[src/rtl/serial_adder.sv]
// Bit-serial adder/subtractor: processes one operand bit per clock, LSB first,
// and presents a registered sum/carry/overflow with a one-cycle done pulse.
module serial_adder #(
    parameter int WIDTH = 8
) (
    input  logic             clk,
    input  logic             rst,
    input  logic             start,
    input  logic [WIDTH-1:0] a,
    input  logic [WIDTH-1:0] b,
    input  logic             cin,
    input  logic             sub,
    output logic             busy,
    output logic             done,
    output logic [WIDTH-1:0] sum,
    output logic             cout,
    output logic             ovf
);

    localparam int CW = (WIDTH > 1) ? $clog2(WIDTH) : 1;

    typedef enum logic [1:0] {
        IDLE = 2'd0,
        RUN  = 2'd1,
        DONE = 2'd2
    } state_t;

    state_t state, state_next;

    logic [WIDTH-1:0] a_reg;
    logic [WIDTH-1:0] b_reg;
    logic [WIDTH-1:0] res_reg;
    logic [CW-1:0]    cnt;
    logic             carry;

    logic sum_bit;
    logic carry_next;
    logic last_bit;

    assign sum_bit    = a_reg[0] ^ b_reg[0] ^ carry;
    assign carry_next = (a_reg[0] & b_reg[0]) | (a_reg[0] & carry) | (b_reg[0] & carry);
    assign last_bit   = (cnt == CW'(WIDTH - 1));

    assign busy = (state == RUN);
    assign done = (state == DONE);

    always_ff @(posedge clk or posedge rst) begin
        if (rst) begin
            state <= IDLE;
        end else begin
            state <= state_next;
        end
    end

    always_comb begin
        state_next = state;
        case (state)
            IDLE:    if (start) state_next = RUN;
            RUN:     if (last_bit) state_next = DONE;
            DONE:    state_next = IDLE;
            default: state_next = IDLE;
        endcase
    end

    // Subtraction is A + ~B + 1, so B is inverted on capture and the carry seeded with 1.
    always_ff @(posedge clk or posedge rst) begin
        if (rst) begin
            a_reg   <= '0;
            b_reg   <= '0;
            res_reg <= '0;
            cnt     <= '0;
            carry   <= 1'b0;
            sum     <= '0;
            cout    <= 1'b0;
            ovf     <= 1'b0;
        end else begin
            case (state)
                IDLE: begin
                    if (start) begin
                        a_reg <= a;
                        b_reg <= b ^ {WIDTH{sub}};
                        carry <= sub ? 1'b1 : cin;
                        cnt   <= '0;
                    end
                end
                RUN: begin
                    a_reg   <= a_reg >> 1;
                    b_reg   <= b_reg >> 1;
                    carry   <= carry_next;
                    res_reg <= {sum_bit, res_reg[WIDTH-1:1]};
                    cnt     <= cnt + CW'(1);
                    // On the MSB cycle, carry is the carry into the MSB.
                    if (last_bit) begin
                        sum  <= {sum_bit, res_reg[WIDTH-1:1]};
                        cout <= carry_next;
                        ovf  <= carry ^ carry_next;
                    end
                end
                default: begin
                end
            endcase
        end
    end

endmodule

[config.mk]
export PLATFORM = sky130hd
export DESIGN_NAME = serial_adder
export DESIGN_NICKNAME = d
export VERILOG_FILES = /design/src/rtl/serial_adder.sv
export SDC_FILE = /design/constraint.sdc
export NUM_CORES = 1
export LEC_CHECK = 0
export CAP_MARGIN = 0
export CORE_ASPECT_RATIO = 0.8
export CORE_MARGIN = 3
export CORE_UTILIZATION = 45
export DETAILED_ROUTE_END_ITERATION = 8
export GPL_TIMING_DRIVEN = 0
export PLACE_DENSITY = 0.71
export SLEW_MARGIN = 20
export SYNTH_ARGS = -nofsm -noshare
export SYNTH_HDL_FRONTEND = slang
export SYNTH_SLANG_ARGS = --single-unit
[constraint.sdc]
create_clock -name clk -period 3.6 [get_ports clk]
set_input_delay 0.72 -clock clk [delete_from_list [all_inputs] [get_ports clk]]
set_output_delay 0.72 -clock clk [all_outputs]
set_load 0.01 [all_outputs]
==> flow_summary.json <==
{
  "whs_endpoint": "ovf",
  "vias": 1195,
  "worst_slew_pin_slew_ns": 0.427,
  "drcViolationCount": 0,
  "initial_utilization_pct": 48.7,
  "cts_resized": 0,
  "grt_pass1_wl_mm": 5.52,
  "synthCells": 145,
  "endpoint_kind": "output pin",
  "ys_seq_area_share_pct": 55.8,
  "die_w_um": 75.7,
  "post-cts-setup-buffers": 0,
  "period_minus_slack_ns": 2.53,
  "die-area_sq_um": 4680,
  "drt_iter0_markers": 47,
  "cts_buffer_depth": 2,
  "worstSetupPathType": "register to output pin",
  "first_pass_iters": 4,
  "slew_viol_final": 0,
  "p_total_mw": 1.87,
  "ys_ff_latch": 39,
  "viasPerCell": 5.04,
  "cts_htree_levels": 2,
  "ant_nets": 0,
  "antenna_cells": 0,
  "worstSkewPairLatency_ns": 0.29,
  "cp_max_fo": 10,
  "hp-class": "register to register",
  "syn_to_final_growth_pct": 30.8,
  "critical_path_required_ns": 2.88,
  "worstPathArrival_ns": 1.81,
  "drive_gt1_share_pct": 20.5,
  "hold_viol": 0,
  "cts_tree": "built",
  "gp_congestion": 0.721,
  "synth.cell_area_sq_um": 1750,
  "grt_setup_unrepaired": "no",
  "min-delay-start": "ovf",
  "syn_area_per_cell_sq_um": 12.1,
  "ys_warn_count": 0,
  "cellPowerDensity_nw_per_um2": 817,
  "port_buffers": 31,
  "synth_area_leaders": "dfrtp_1 (56%), mux2_2 (11%), xnor2_1 (4.5%)",
  "r2r-end": "sum[4]",
  "clock_skew_ns": 0.00579,
  "overflow": 0,
  "dp_hpwl_mm": 2.42,
  "ir_drop_mv": 0.383,
  "setup_violations": 0,
  "tns_ns": 0,
  "root_buffer": "clkbuf_8",
  "finalNetCount": 208,
  "drv_cap": 0,
  "holdBufCountCts": 0,
  "total_leakage_power_nw": 1.00,
  "ff2ff_path_depth": 5,
  "cts_buffers": 5,
  "clkTransAtPathRegs_ns": 0.07,
  "routed_wl_mm": 3.25,
  "fp.coreArea_sq_um": 3590,
  "wire_per_inst_um": 13.7,
  "grt.total_usage_pct": 16.0,
  "ys_types": 26,
  "grt_max_degree": 23,
  "synth_area_leader_cell": "dfrtp_1",
  "fin_crit_sh_pct": 70.2,
  "fillerInstances": 290,
  "outcome": "complete, no violations",
  "antenna_found_initial": 0,
  "syn_nets": 169,
  "fmax_mhz": 396,
  "grt_pass1_vias": 1267,
  "yosys.area.top_type_share_pct": 55.8,
  "io_pins": 33,
  "cts.sinks": 39,
  "core.rowCount": 19,
  "worstReg2RegStart": "cnt[0]",
  "slew_headroom_pct": 71.6,
  "r2r_setup_slack_ns": 1.91,
  "whs_path_depth": 2,
  "crit_path_start_kind": "register",
  "die_h_um": 61.8
}
## cells by family (layout without fill, tap and decap cells)
| family | Yosys count | after routing | share of synthesized area, % |
|---|---|---|---|
| DFF | 39 | 39 | 55.8 |
| and+or+nand+nor | 34 | 34 | 10.9 |
| AOI/OAI and AO/OA | 30 | 30 | 11.4 |
| muxes | 17 | 17 | 10.9 |
| buffers and inverters | 13 | 53 | 3.86 |
| xor gates and xnor gates | 9 | 9 | 4.51 |
| adders and majority gates | 3 | 3 | 2.57 |
## through the flow
stage | hold slack (ns) | util [%] | worst slack (ns) | cell area (sq um) | instances
after floorplan | 0.450 | - | 1.96 | 1750 | 145
after global placement | 0.460 | 59.2 | 1.19 | 2120 | 228
after detailed placement | 0.471 | 60.0 | 1.36 | 2150 | 229
after CTS | 0.488 | 63.8 | 1.05 | 2290 | 237
after global routing | 0.520 | 63.8 | 0.929 | 2290 | 237
final | 0.482 | 63.8 | 1.07 | 2290 | 237
## layer usage
| layer | vias to the layer above | track usage [%] | share of wire (%) |
|---|---|---|---|
| met5 | - | 0 | 0 |
| met2 | 25 | 26.8 | 49 |
| li1 | 579 | - | - |
| met1 | 585 | 19.5 | 46 |
| met3 | 6 | 5.14 | 4.2 |
| met4 | 0 | 5.99 | 1.6 |
## power breakdown
part | internal [mW] | switching (mW) | total (mW)
Combinational | 0.405 | 0.282 | 0.687
Clock | 0.276 | 0.154 | 0.431
Sequential | 0.635 | 0.118 | 0.753
Total | 1.32 | 0.554 | 1.87
## Yosys cell counts, drive strengths merged
library cell   n
dfrtp         39
mux2          17
nand2         13
o21ai         11
xnor2          9
a21oi          8
and3b          7
buf            6
nor2           6
a221o          5
clkbuf         4
inv            3
nand3b         3
a22o           2
ha             2
nor2b          2
o211ai         2
a2bb2oi        1
fa             1
nand2b         1
o21bai         1
or2b           1
or3b           1
## layout by cell type (no fill, tap or decap), types with 2 or more instances in the layout
master	instances
clkbuf_1	4
o211ai_1	2
buf_2	3
ha_1	2
clkdlybuf4s50_1	31
nand2_1	13
and3b_1	7
o21ai_0	10
mux2_2	17
a22o_1	2
nand3b_1	3
a21oi_1	8
dfrtp_1	39
nor2_1	6
a221o_2	5
inv_1	2
nor2b_1	2
xnor2_1	9
buf_4	2
clkbuf_8	5
bufinv_16	2
## critical path: stages (launching register included)
cell and delay, ns:
dfrtp_1 0.45, nor2b_1 0.12, buf_2 0.20, buf_4 0.20, clkdlybuf4s50_1 0.55
## worst max path at each step
stage / startpoint / end
after floorplan: state[0] / done
after global placement: rst / cnt[0]
after detailed placement: start / b_reg[4]
after CTS: state[1] / busy
after global routing: state[1] / busy
final: state[1] / busy
## final cells by class
class / instances / area [sq um] / share of cell area, %
sequential: 39 / 976 / 42.6
multi-input combinational: 93 / 706 / 30.8
timing repair buffer: 32 / 338 / 14.8
clock buffer: 5 / 68.8 / 3.01
clock inverter: 3 / 67.6 / 2.95
tap: 52 / 65.1 / 2.84
buffer: 10 / 56.3 / 2.46
inverter: 3 / 11.3 / 0.492
Note: power is estimated with default switching activity, not from simulation.
